## src/rtl/ecg_group_sequencer_pkg.sv

```systemverilog
// Shared constants and state encoding for the ECG group sequencer.
// A block is scanned component-major, ECG-minor.
package ecg_group_sequencer_pkg;

    localparam int NUM_COMP    = 3;
    localparam int NUM_ECG     = 4;
    localparam int GRP_PER_BLK = NUM_COMP * NUM_ECG;

    localparam logic [1:0] LAST_COMP = 2'(NUM_COMP - 1);
    localparam logic [1:0] LAST_ECG  = 2'(NUM_ECG - 1);

    typedef enum logic [1:0] {
        ST_IDLE = 2'd0,
        ST_SCAN = 2'd1,
        ST_EMIT = 2'd2,
        ST_DONE = 2'd3
    } state_e;

endpackage

```

## src/rtl/ecg_group_sequencer.sv

```systemverilog
// Walks the 12 (component, ECG) groups of a block, asks the external DataActive
// decoder which are active, and offers each active group downstream with a handshake.
module ecg_group_sequencer
    import ecg_group_sequencer_pkg::*;
(
    input  logic       clk,
    input  logic       rst,
    input  logic       start,
    input  logic [1:0] sub_sample_info,
    input  logic [2:0] component_skip,
    input  logic       data_active,
    output logic [1:0] ecgidx,
    output logic [1:0] component_idx,
    output logic [1:0] ss_info_out,
    output logic       comp_skip_sel,
    output logic       grp_valid,
    input  logic       grp_ready,
    output logic [3:0] grp_seq,
    output logic       busy,
    output logic       done,
    output logic [3:0] active_cnt
);

    state_e     state_q;
    logic [1:0] ecg_q, comp_q, ss_q;
    logic [2:0] skip_q;
    logic [3:0] seq_q, act_cnt_q;
    logic       valid_q, busy_q, done_q;

    logic [1:0] ecg_d, comp_d;
    logic       last_grp;

    // NOTE: every signal assigned in always_comb gets a default first so no latch is inferred.
    always_comb begin
        ecg_d    = ecg_q + 2'd1;
        comp_d   = comp_q;
        last_grp = (comp_q == LAST_COMP) && (ecg_q == LAST_ECG);
        if (ecg_q == LAST_ECG) begin
            ecg_d  = 2'd0;
            comp_d = comp_q + 2'd1;
        end
    end

    // NOTE: sequential state uses non-blocking assignments so all registers update together.
    always_ff @(posedge clk or posedge rst) begin
        if (rst) begin
            state_q   <= ST_IDLE;
            ecg_q     <= '0;
            comp_q    <= '0;
            ss_q      <= '0;
            skip_q    <= '0;
            seq_q     <= '0;
            act_cnt_q <= '0;
            valid_q   <= 1'b0;
            busy_q    <= 1'b0;
            done_q    <= 1'b0;
        end else begin
            done_q <= 1'b0;
            unique case (state_q)
                ST_IDLE: begin
                    if (start) begin
                        state_q <= ST_SCAN;
                        busy_q  <= 1'b1;
                        ecg_q   <= '0;
                        comp_q  <= '0;
                        seq_q   <= '0;
                        ss_q    <= sub_sample_info;
                        skip_q  <= component_skip;
                    end
                end
                ST_SCAN: begin
                    if (data_active) begin
                        state_q <= ST_EMIT;
                        valid_q <= 1'b1;
                    end else if (last_grp) begin
                        state_q   <= ST_DONE;
                        done_q    <= 1'b1;
                        act_cnt_q <= seq_q;
                    end else begin
                        ecg_q  <= ecg_d;
                        comp_q <= comp_d;
                    end
                end
                ST_EMIT: begin
                    if (grp_ready) begin
                        valid_q <= 1'b0;
                        seq_q   <= seq_q + 4'd1;
                        if (last_grp) begin
                            // Indices stay at the last group rather than wrapping out of range.
                            state_q   <= ST_DONE;
                            done_q    <= 1'b1;
                            act_cnt_q <= seq_q + 4'd1;
                        end else begin
                            state_q <= ST_SCAN;
                            ecg_q   <= ecg_d;
                            comp_q  <= comp_d;
                        end
                    end
                end
                ST_DONE: begin
                    state_q <= ST_IDLE;
                    busy_q  <= 1'b0;
                end
                default: state_q <= ST_IDLE;
            endcase
        end
    end

    assign ecgidx        = ecg_q;
    assign component_idx = comp_q;
    assign ss_info_out   = ss_q;
    assign comp_skip_sel = skip_q[comp_q];
    assign grp_valid     = valid_q;
    assign grp_seq       = seq_q;
    assign busy          = busy_q;
    assign done          = done_q;
    assign active_cnt    = act_cnt_q;

endmodule
```

## config.mk

```make
export PLATFORM = sky130hd
export DESIGN_NAME = ecg_group_sequencer
export DESIGN_NICKNAME = d
export VERILOG_FILES = /design/src/rtl/ecg_group_sequencer_pkg.sv /design/src/rtl/ecg_group_sequencer.sv
export SDC_FILE = /design/constraint.sdc
export NUM_CORES = 1
export LEC_CHECK = 0
export CORE_ASPECT_RATIO = 1.25
export CORE_MARGIN = 3
export CORE_UTILIZATION = 33
export CTS_CLUSTER_DIAMETER = 30
export CTS_CLUSTER_SIZE = 24
export DETAILED_ROUTE_END_ITERATION = 8
export PLACE_DENSITY = 0.67
export SLEW_MARGIN = 20
export SYNTH_ARGS = -nofsm -noshare
export SYNTH_HDL_FRONTEND = slang
export SYNTH_SLANG_ARGS = --single-unit
```

## constraint.sdc

```tcl
create_clock -name clk -period 1.65 [get_ports clk]
set_clock_uncertainty 0.15 [all_clocks]
set_input_delay 0.165 -clock clk [delete_from_list [all_inputs] [get_ports clk]]
set_output_delay 0.165 -clock clk [all_outputs]
set_load 0.02 [all_outputs]
```

==> results.tsv, run 1 <==
stage	metric	value	unit
placement	hpwl dp	2.440	mm
cells_and_area	Seq. cell area	556.8	µm²
cells_and_area	commonest non-fill, non-tap cell in the layout	buf_4	
power	sw power	1.584	mW
global_routing	largest net degree at the start of global routing	23	
power	PwrDens	1896	mW/mm²
synthesis	Synth Cell Area	0.001256	mm²
synthesis	Seq/Total Area, Yosys	43.82	%
power	Pint	2.235	mW
cts	TritonCTS Buffers	3	
global_routing	vias in the first global route	1273	
power	clock share of power	9.1	%
power	part of the power in combinational logic	64.6	%
sta	Slew HR	79.03	%
cells_and_area	fill cell count	313	
power	Sequential Power Share	26.3	%
routing	Post-Route WL	3.304	mm
cts	Clock Tree Root	clkbuf_8	
routing	Detail Route Antenna Nets	0	
routing	Vias	1165	
sta	worst-margin pin slew	0.3132	ns
routing	Met1 Wirelength	1.239	mm
synthesis	Warnings, synthesis	0	
setup_path	crit path max fanout	6	
power	VDD IR max	0.0009483	V
cells_and_area	Diodes inserted	0	
placement	Setup WS pre-CTS	-0.1640	ns
synthesis	top cells by area, synth	dfrtp_1 (44%), ha_1 (10%), mux2_1 (5.4%)	
synthesis	Syn Area/Cell	10.30	µm²
setup_path	slowest cell on the critical path	dfrtp_2	
sta	Max Slew Vio Count	0	
floorplan	Die W	61.19	µm
setup_path	WP data required	1.64	ns
status	failing checks	negative setup slack	
setup_path	crit-path leading delay family	compound AO/OA/AOI/OAI gates	
cts	CTS Sinks	22	
synthesis	Yosys top cell by area	dfrtp_1	
sta	RSZ-0062 raised after global routing	yes	
setup_path	CP endpoint kind	register	
floorplan	# IOs	28	
cts	Clock Tree Buf Depth	2	
setup_path	crit start category	register	
sta	Tmin final	1.753	ns
routing	max layer used	met4	
hold_path	HP Class	input port to asynchronous set/reset pin	
sta	highest clock rate	0.5704	GHz
synthesis	top cell type's share of synthesized area	43.82	%
sta	setup TNS	-0.2879	ns
floorplan	die extent in y	74.98	µm
setup_path	Buf/Inv on CP	1	
synthesis	flops & latches, synth	22	
power	Lkg Pwr	0.9135	nW
power	switching share of power	41.47	%
floorplan	Placeable Area	0.003573	mm²
run	max cap viols	0	
global_routing	total track usage	16.27	%
sta	Final Hold Viols	0	
power	total power	3.819	mW
sta	Final Setup Violations	6	
global_routing	initial antenna violation count	0	
synthesis	Mapped Nets	142	
routing	Met3 Routed Length	144	µm
cts	CTS tree	built	
setup_path	crit path DAT	1.75	ns
global_routing	first-pass GRT wire length	5.589	mm
synthesis	Syn Inst Count	122	
cts	H-tree Lvls	1	
cells_and_area	Area growth syn-to-layout	60.36	%
global_routing	total grt overflow	0	
cells_and_area	Net count, final	205	
cts	clock transition at the registers of the reported paths	0.09	ns
placement	Port Buffers	27	
sta	worst setup margin	-0.1033	ns
cts	hold buffers post-CTS	0	
placement	gpl congestion	0.8087	
cts	latest clock arrival within the worst-skew pair	0.26	ns
setup_path	crit-path max cell delay	0.42	ns
routing	met2 wire length	1.836	mm
floorplan	Initial Util	35.15	%
cells_and_area	multi-input logic area	784.5	µm²
synthesis	Yosys cell types	34	
cells_and_area	commonest non-fill, non-tap cells in the layout	buf_4 (23), clkdlybuf4s50_1 (20), dfrtp_1 (17)	
routing	drt drc	0	
floorplan	num rows	24	
routing	initial drt markers	35	
status	outcome	finished with violations	
sta	final worst path period share	106.3	%
floorplan	Die ar.	0.004588	mm²
setup_path	crit-path cells	inv_4 > ha_4 > and2b_4 > a311oi_4 > nand4b_1 > a21boi_1	
routing	wire per inst	14.82	µm
cells_and_area	layout cells sized above 1	35.87	%
setup_path	Crit Path Class	register to register	
routing	DRT Pass-1 Iters	4	
routing	Avg Vias per Cell	5.224	
[power groups by stage]
stage                     clock, mW  combinational, mW  sequential [mW]
after floorplan                   0              0.991             1.17
after global placement            0               2.08            0.977
after detailed placement          0               2.15            0.993
after CTS                     0.359               2.22            0.990
after global routing          0.388               2.71             1.04
final                         0.349               2.47             1.00
[layout make-up]
class | count | area share [%]
clock buffer | 4 | 2.236
inverter | 9 | 1.801
multi-input combinational | 90 | 38.94
sequential | 22 | 27.64
tap | 39 | 2.422
timing repair buffer | 59 | 26.96
[per-stage QoR]
step	util, %	instance area [µm²]	std cells	hold WS, ns
2_1_floorplan	-	1295	122	0.003946
3_3_place_gp	49.90	1783	211	0.3256
3_5_place_dp	49.90	1783	211	0.3361
4_1_cts	52.80	1887	219	0.08944
5_1_grt	56.37	2014	223	0.1001
6_report	56.37	2014	223	0.07798
[what timing repair did]
action                                  4_1_cts  5_1_grt
gates resized for setup                      11       26
setup buffers                                 4        4
pin swaps                                     7       10
endpoints found under the setup margin       18       18
endpoints found under the hold margin         0        0
gates cloned                                  0        0
[flip-flops by register name (all words and copies together) (netlist names)]
name,count
active_cnt,4
busy,1
component_idx,2
done,1
ecgidx,2
grp_seq,4
grp_valid,1
skip_q,3
ss_info_out,2
state_q,2
[cells in the mapped netlist]
master	n
and2b_4	1
and2b_1	1
mux2i_1	3
nand3b_1	2
a211oi_1	1
a311oi_4	1
inv_1	9
xor2_1	2
dfrtp_1	22
ha_1	10
buf_6	1
nand4_1	1
or4_1	1
a21oi_1	8
o21ai_1	10
and3_1	1
nand3_2	1
nor3_1	1
nand2b_1	3
nor2_1	6
nand4b_1	1
a221oi_4	1
a31oi_1	1
nand2_1	12
o21ai_0	2
mux2_1	6
o22ai_1	1
a41oi_1	1
o211ai_1	1
nand3_1	6
a21boi_1	1
nor4_1	2
a32o_1	1
o31a_1	1
[final timing paths]
| check | startpoint | endpoint | slack [ns] | cells after the start |
|---|---|---|---|---|
| max | state_q[0]$_DFFE_PP0P_ | state_q[0]$_DFFE_PP0P_ | -0.10 | 6 |
| min | rst | skip_q[0]$_DFFE_PP0P_ | 0.08 | 3 |
| min in group clk | component_skip[0] | skip_q[0]$_DFFE_PP0P_ | 0.33 | 2 |
| max reg2reg | state_q[0]$_DFFE_PP0P_ | state_q[0]$_DFFE_PP0P_ | -0.10 | 6 |
| max in group asynchronous | rst | state_q[0]$_DFFE_PP0P_ | 1.02 | 3 |
| min reg2reg | skip_q[1]$_DFFE_PP0P_ | skip_q[1]$_DFFE_PP0P_ | 0.35 | 1 |
[worst reg2reg max path, stage by stage, from the launching register on]
cell and delay [ns]:
dfrtp_2 0.42, inv_4 0.06, ha_4 0.18, and2b_4 0.19, a311oi_4 0.32, nand4b_1 0.15
a21boi_1 0.15
[cells by family (layout without fill, tap and decap cells)]
logic type | count (synthesis) | count (layout) | share of synthesized area (%)
compound gates | 30 | 30 | 17.13
buf+inv | 10 | 72 | 3.585
flops | 22 | 22 | 43.82
mux | 9 | 9 | 7.769
xor+xnor | 2 | 2 | 1.395
simple gates | 39 | 39 | 16.33
fa+ha+maj | 10 | 10 | 9.960
[routing by layer]
| metal | GRT usage, % | vias up |
|---|---|---|
| li1 | - | 562 |
| met3 | 2.230 | 10 |
| met2 | 30.82 | 36 |
| met4 | 5.301 | 0 |
| met1 | 18.13 | 557 |
| met5 | 0 | - |
Power figures use the tool's default switching activity.
==> run 2: changes to the inputs <==
- PLACE_DENSITY: 0.67 -> unset
- SETUP_SLACK_MARGIN: unset -> 0.1
==> run 2 against run 1 <==
  * Clock-buffer cell count unchanged
  * Non-clock buffer count increased by 3
  * Largest cell class unchanged
  * Routed wire length increased by 2.5%
  * The flow still finishes with violations (negative setup slack)
==> results.tsv, run 2 (synthesis results as in run 1) <==
stage	metric	value	unit	change
status	outcome	finished with violations		unchanged
status	failing checks	negative setup slack		unchanged
routing	Vias	1195		was 1165
cells_and_area	multi-input logic area	803.3	µm²	was 784.5 µm²
sta	highest clock rate	0.5608	GHz	was 0.5704 GHz
sta	final worst path period share	108.1	%	was 106.3%
routing	Post-Route WL	3.387	mm	was 3.304 mm
cells_and_area	Area growth syn-to-layout	62.15	%	was 60.36%
global_routing	total grt overflow	0		unchanged
global_routing	largest net degree at the start of global routing	23		unchanged
sta	worst hold slack	0.08531	ns	was 0.07798 ns
sta	Slew HR	79.42	%	was 79.03%
cells_and_area	commonest non-fill, non-tap cell in the layout	buf_4		unchanged
floorplan	die extent in y	74.98	µm	unchanged
sta	Final Setup Violations	8		was 6
routing	Detail Route Antenna Nets	0		unchanged
setup_path	Buf/Inv on CP	1		unchanged
setup_path	crit-path max cell delay	0.42	ns	about the same
floorplan	# IOs	28		unchanged
power	VDD IR max	0.001008	V	was 0.0009483 V
cts	Clock Tree Root	clkbuf_8		unchanged
setup_path	WP data required	1.66	ns	was 1.64 ns
routing	initial drt markers	34		was 35
setup_path	crit path DAT	1.79	ns	was 1.75 ns
floorplan	num rows	24		unchanged
cells_and_area	commonest non-fill, non-tap cells in the layout	buf_4 (29), dfrtp_1 (17), dlygate4sd2_1 (15)		was buf_4 (23), clkdlybuf4s50_1 (20), dfrtp_1 (17)
global_routing	vias in the first global route	1226		was 1273
setup_path	crit start category	register		unchanged
cts	H-tree Lvls	1		unchanged
power	Lkg Pwr	0.9138	nW	was 0.9135 nW
global_routing	gr busiest metal	met2		unchanged
hold_path	HP Class	input port to asynchronous set/reset pin		unchanged
cells_and_area	layout cells sized above 1	37.97	%	was 35.87%
run	max cap viols	0		unchanged
cells_and_area	fill cell count	316		was 313
floorplan	Initial Util	35.15	%	unchanged
floorplan	Placeable Area	0.003573	mm²	unchanged
sta	Tmin final	1.783	ns	was 1.753 ns
floorplan	Die W	61.19	µm	unchanged
cts	CTS tree	built		unchanged
global_routing	initial antenna violation count	0		unchanged
power	total power	3.873	mW	was 3.819 mW
setup_path	crit-path leading delay family	compound AO/OA/AOI/OAI gates		unchanged
routing	wire per inst	14.99	µm	was 14.82 µm
cts	hold buffers post-CTS	0		unchanged
cts	clock transition at the registers of the reported paths	0.09	ns	about the same
routing	drt drc	0		unchanged
setup_path	Crit Path Class	register to register		unchanged
routing	DRT Pass-1 Iters	4		unchanged
cts	TritonCTS Buffers	3		unchanged
floorplan	Die ar.	0.004588	mm²	unchanged
sta	RSZ-0062 raised after global routing	yes		unchanged
cts	latest clock arrival within the worst-skew pair	0.27	ns	was 0.26 ns
sta	worst setup margin	-0.1333	ns	was -0.1033 ns
routing	Avg Vias per Cell	5.288		was 5.224
global_routing	met2 Track Usage GR	28.94	%	was 30.82%
setup_path	CP endpoint kind	register		unchanged
cts	Clock Tree Buf Depth	2		unchanged
setup_path	crit-path cells	inv_4 > ha_4 > and2b_2 > a311oi_4 > nand4b_1 > a21boi_2		was inv_4 > ha_4 > and2b_4 > a311oi_4 > nand4b_1 > a21boi_1
global_routing	total track usage	15.78	%	was 16.27%
placement	hpwl dp	2.429	mm	was 2.440 mm
sta	Max Slew Vio Count	0		unchanged
setup_path	slowest cell on the critical path	dfrtp_2		unchanged
placement	Port Buffers	27		unchanged
sta	worst-margin pin slew	0.3086	ns	was 0.3132 ns
cells_and_area	Net count, final	208		was 205
cells_and_area	Diodes inserted	0		unchanged
power	PwrDens	1901	mW/mm²	was 1896 mW/mm²
cells_and_area	Seq. cell area	556.8	µm²	unchanged
setup_path	crit path max fanout	4		was 6
cts	CTS Sinks	22		unchanged
global_routing	Global Route met1 Usage	17.38	%	was 18.13%
sta	Final Hold Viols	0		unchanged
sta	setup TNS	-0.3439	ns	was -0.2879 ns
global_routing	global routing met3 resource utilization	2.230	%	unchanged
global_routing	first-pass GRT wire length	5.382	mm	was 5.589 mm
placement	gpl congestion	0.8308		was 0.8087
[run 2: cell types whose count changed in the layout (fill, tap and decap cells not counted), moves of 2 or more]
cell,previous run,this run
dlygate4sd2_1,3,15
clkdlybuf4s50_1,20,10
buf_4,23,29
buf_6,9,6
dlymetal6s2s_1,3,1
ha_2,3,1
ha_4,3,5
mux2_1,5,3
mux2_4,1,3
[run 2: cell type report]
type / instances / share of cell area (%)
well taps: 39 / 2.396
clock buffers: 4 / 2.703
multi-input cells: 90 / 39.43
inverters: 9 / 1.904
flip-flops and latches: 22 / 27.33
repair buffers: 62 / 26.23
[run 2: tightest hold or removal path: cells and delay by family]
kind / cells / cell delay, ns
buf+inv: 3 / 0.74
[run 2: report_power, final]
part	total [mW]	internal, mW	switching (mW)	leakage, nW
combinational	2.48	1.26	1.22	0.628
sequential	0.991	0.775	0.217	0.257
clock	0.403	0.213	0.190	0.0288
total	3.87	2.25	1.62	0.914
[run 2: final timing paths]
path                                        start                     end  slack [ns]  depth (start not counted)
max reg2reg                state_q[1]$_DFFE_PP0P_  state_q[0]$_DFFE_PP0P_       -0.13                          6
min                                           rst   grp_valid$_DFFE_PP0P_        0.09                          3
min in group clk                component_skip[1]   skip_q[1]$_DFFE_PP0P_        0.33                          2
min reg2reg                 skip_q[1]$_DFFE_PP0P_   skip_q[1]$_DFFE_PP0P_        0.35                          1
max in group asynchronous                     rst  state_q[1]$_DFFE_PP0P_        1.01                          3
max                        state_q[1]$_DFFE_PP0P_  state_q[0]$_DFFE_PP0P_       -0.13                          6
[run 2: per-stage QoR]
step / instances / util [%] / instance area, µm² / worst slack (ns)
after floorplan: 122 / - / 1311 / -0.06162
after global placement: 213 / 50.77 / 1814 / -0.1234
after detailed placement: 213 / 50.77 / 1814 / -0.2138
after CTS: 225 / 55.53 / 1984 / -0.08829
after global routing: 226 / 57.00 / 2037 / -0.1694
final: 226 / 57.00 / 2037 / -0.1333
[run 2: repair_timing]
item | CTS | global route
gates resized for setup | 36 | 9
pin swaps | 7 | 4
setup endpoints to repair | 35 | 16
setup buffers | 9 | 2
[run 2: per-layer routing]
metal / up-vias / routed length, µm
li1: 571 / -
met1: 575 / 1320
met2: 39 / 1812
met3: 10 / 141
met4: 0 / 113
met5: - / 0
==> run 3: changes to the inputs <==
- CORE_UTILIZATION: 33 -> 44
- PLACE_DENSITY: unset -> 0.74
==> run 3 against run 2 <==
  * Clock power shrank 20%
  * Final area grew 4.7%
  * Fmax shrank 0.42%
  * Critical endpoint unchanged
  * Clock-buffer cell count is the same
  * Sequential share of layout area shrank 1.2 points
  * Critical path type unchanged
  * Power grew 7.7%
  * Sequential cell count is the same
  * Critical path depth is the same
  * Combinational power grew 14%
  * The flow finishes with violations (negative hold slack, negative setup slack)
  * Worst hold slack lost 0.088 ns
  * Routed wire length grew 15%
  * Largest cell class unchanged
  * Register-to-register slack is essentially flat
==> results.tsv, run 3 (synthesis results as in run 1) <==
stage	metric	value	unit	change
power	Lkg Pwr	0.9479	nW	was 0.9138 nW
setup_path	slowest cell on the critical path	dfrtp_2		unchanged
routing	Post-Route WL	3.892	mm	was 3.387 mm
placement	placed cells	205		was 213
cts	Clock Tree Buf Depth	2		unchanged
global_routing	largest net degree at the start of global routing	23		unchanged
setup_path	crit-path max cell delay	0.45	ns	was 0.42 ns
routing	Avg Vias per Cell	5.464		was 5.288
routing	drt drc	0		unchanged
setup_path	crit path max fanout	4		unchanged
run	max cap viols	0		unchanged
placement	Port Buffers	27		unchanged
power	total power	4.171	mW	was 3.873 mW
power	switching share of power	43.60	%	was 41.96%
cts	clock transition at the registers of the reported paths	0.13	ns	was 0.09 ns
hold_path	HP Class	input port to asynchronous set/reset pin		unchanged
power	Pint	2.352	mW	was 2.248 mW
cts	latest clock arrival within the worst-skew pair	0.33	ns	was 0.27 ns
routing	DRT Pass-1 Iters	5		was 4
floorplan	die extent in y	65.74	µm	was 74.98 µm
placement	hpwl dp	2.287	mm	was 2.429 mm
routing	Detail Route Antenna Nets	0		unchanged
global_routing	total grt overflow	0		unchanged
global_routing	first-pass GRT wire length	5.782	mm	was 5.382 mm
cells_and_area	Net count, final	211		was 208
cells_and_area	Area growth syn-to-layout	69.82	%	was 62.15%
placement	gpl congestion	0.8039		was 0.8308
cts	CTS Sinks	22		unchanged
global_routing	initial antenna violation count	0		unchanged
routing	initial drt markers	47		was 34
power	clock share of power	7.7	%	was 10.4%
sta	Max Slew Vio Count	0		unchanged
power	sw power	1.818	mW	was 1.625 mW
setup_path	WP data required	1.72	ns	was 1.66 ns
sta	Tmin final	1.791	ns	was 1.783 ns
power	VDD IR max	0.001252	V	was 0.001008 V
sta	Final Setup Violations	14		was 8
global_routing	vias in the first global route	1311		was 1226
sta	RSZ-0062 raised after global routing	yes		unchanged
setup_path	Crit Path Class	register to register		unchanged
cts	H-tree Lvls	1		unchanged
cells_and_area	commonest non-fill, non-tap cell in the layout	buf_4		unchanged
cells_and_area	fin cells	224		was 226
cts	CTS tree	built		unchanged
floorplan	num rows	21		was 24
power	Sequential Power Share	24.5	%	was 25.6%
sta	final worst path period share	108.5	%	was 108.1%
setup_path	crit-path cells	inv_4 > ha_4 > and2b_2 > a311oi_4 > nand4b_1 > a21boi_1		was inv_4 > ha_4 > and2b_2 > a311oi_4 > nand4b_1 > a21boi_2
status	outcome	finished with violations		unchanged
sta	worst setup margin	-0.1408	ns	was -0.1333 ns
power	PwrDens	1955	mW/mm²	was 1901 mW/mm²
status	failing checks	negative hold slack, negative setup slack		was negative setup slack
floorplan	Initial Util	46.42	%	was 35.15%
floorplan	# IOs	28		unchanged
cts	Clock Tree Root	clkbuf_4		was clkbuf_8
cells_and_area	commonest non-fill, non-tap cells in the layout	buf_4 (28), dfrtp_1 (17), dlygate4sd2_1 (14)		was buf_4 (29), dfrtp_1 (17), dlygate4sd2_1 (15)
setup_path	CP endpoint kind	register		unchanged
sta	Final Hold Viols	9		was 0
setup_path	crit path DAT	1.86	ns	was 1.79 ns
placement	Setup WS pre-CTS	-0.1523	ns	was -0.2138 ns
routing	Vias	1224		was 1195
floorplan	Die W	53.79	µm	was 61.19 µm
floorplan	Die ar.	0.003536	mm²	was 0.004588 mm²
cells_and_area	layout cells sized above 1	48.42	%	was 37.97%
cells_and_area	Diodes inserted	0		unchanged
power	part of the power in combinational logic	67.8	%	was 64.0%
global_routing	total track usage	22.11	%	was 15.78%
floorplan	Placeable Area	0.002706	mm²	was 0.003573 mm²
sta	highest clock rate	0.5584	GHz	was 0.5608 GHz
sta	worst-margin pin slew	0.3039	ns	was 0.3086 ns
cts	TritonCTS Buffers	3		unchanged
routing	wire per inst	17.38	µm	was 14.99 µm
sta	Slew HR	79.74	%	was 79.42%
setup_path	crit start category	register		unchanged
sta	worst hold slack	-0.002645	ns	was 0.08531 ns
run 3: cell types whose count changed in the layout (fill, tap and decap cells not counted), moves of 4 or more:
cell	previous run	this run
nor2_1	6	1
nor2_4	0	4
buf_6	6	11
a21oi_2	1	6
a21oi_1	7	2
run 3: metal layers:
metal,vias up,GRT usage (%),wire length (µm)
met5,-,0,0
met4,0,7.348,84
met3,9,2.721,158
met2,42,41.36,2128
met1,596,24.50,1521
li1,577,-,-
run 3: path summary, 6_finish.rpt:
| path | from | endpoint | slack [ns] | cells past startpoint |
|---|---|---|---|---|
| worst max-delay path | state_q[1]$_DFFE_PP0P_ | state_q[0]$_DFFE_PP0P_ | -0.14 | 6 |
| worst min-delay path | rst | done$_DFF_PP0_ | -0.003 | 3 |
| worst max register to register | state_q[1]$_DFFE_PP0P_ | state_q[0]$_DFFE_PP0P_ | -0.14 | 6 |
| worst min register to register | skip_q[1]$_DFFE_PP0P_ | skip_q[1]$_DFFE_PP0P_ | 0.38 | 1 |
| max in group asynchronous | rst | state_q[1]$_DFFE_PP0P_ | 1.10 | 3 |
| min in group clk | component_skip[2] | skip_q[2]$_DFFE_PP0P_ | 0.29 | 2 |
run 3: area by class of cell:
type	count	area, µm²
multi-input combinational	90	892.1
fill	185	573.1
timing repair buffer	65	566.8
sequential	22	556.8
tap	34	42.54
inverter	9	38.79
clock buffer	4	36.28
run 3: critical path: cells and delay by family, from the launching register on:
kind                       cells  cell delay [ns]
and+or+nand+nor                2             0.38
DFF                            1             0.45
adders and majority gates      1             0.19
AOI/OAI and AO/OA              2             0.44
buffers and inverters          1             0.07
run 3: power groups by stage:
stage / Sequential, mW / Combinational, mW / Clock [mW]
2_1_floorplan: 1.17 / 1.01 / 0
3_5_place_dp: 0.989 / 2.14 / 0
4_1_cts: 0.994 / 2.37 / 0.314
5_1_grt: 1.05 / 3.03 / 0.334
3_3_place_gp: 0.979 / 2.07 / 0
6_report: 1.02 / 2.83 / 0.321
run 3: timing repair:
action | 4_1_cts | 5_1_grt
setup endpoints to repair | 37 | 23
buffers inserted | 9 | 9
hold endpoints to repair | 0 | 0
pin swaps | 5 | 16
hold buffers | 0 | 0
gates resized for setup | 46 | 34
run 3: through the flow:
| stage | setup TNS [ns] | utilization, % | area (µm²) |
|---|---|---|---|
| 2_1_floorplan | -0.1251 | - | 1311 |
| 3_3_place_gp | -0.4272 | 65.97 | 1785 |
| 3_5_place_dp | -0.7016 | 65.97 | 1785 |
| 4_1_cts | -0.3124 | 72.31 | 1957 |
| 5_1_grt | -2.478 | 78.83 | 2133 |
| 6_report | -0.9516 | 78.83 | 2133 |
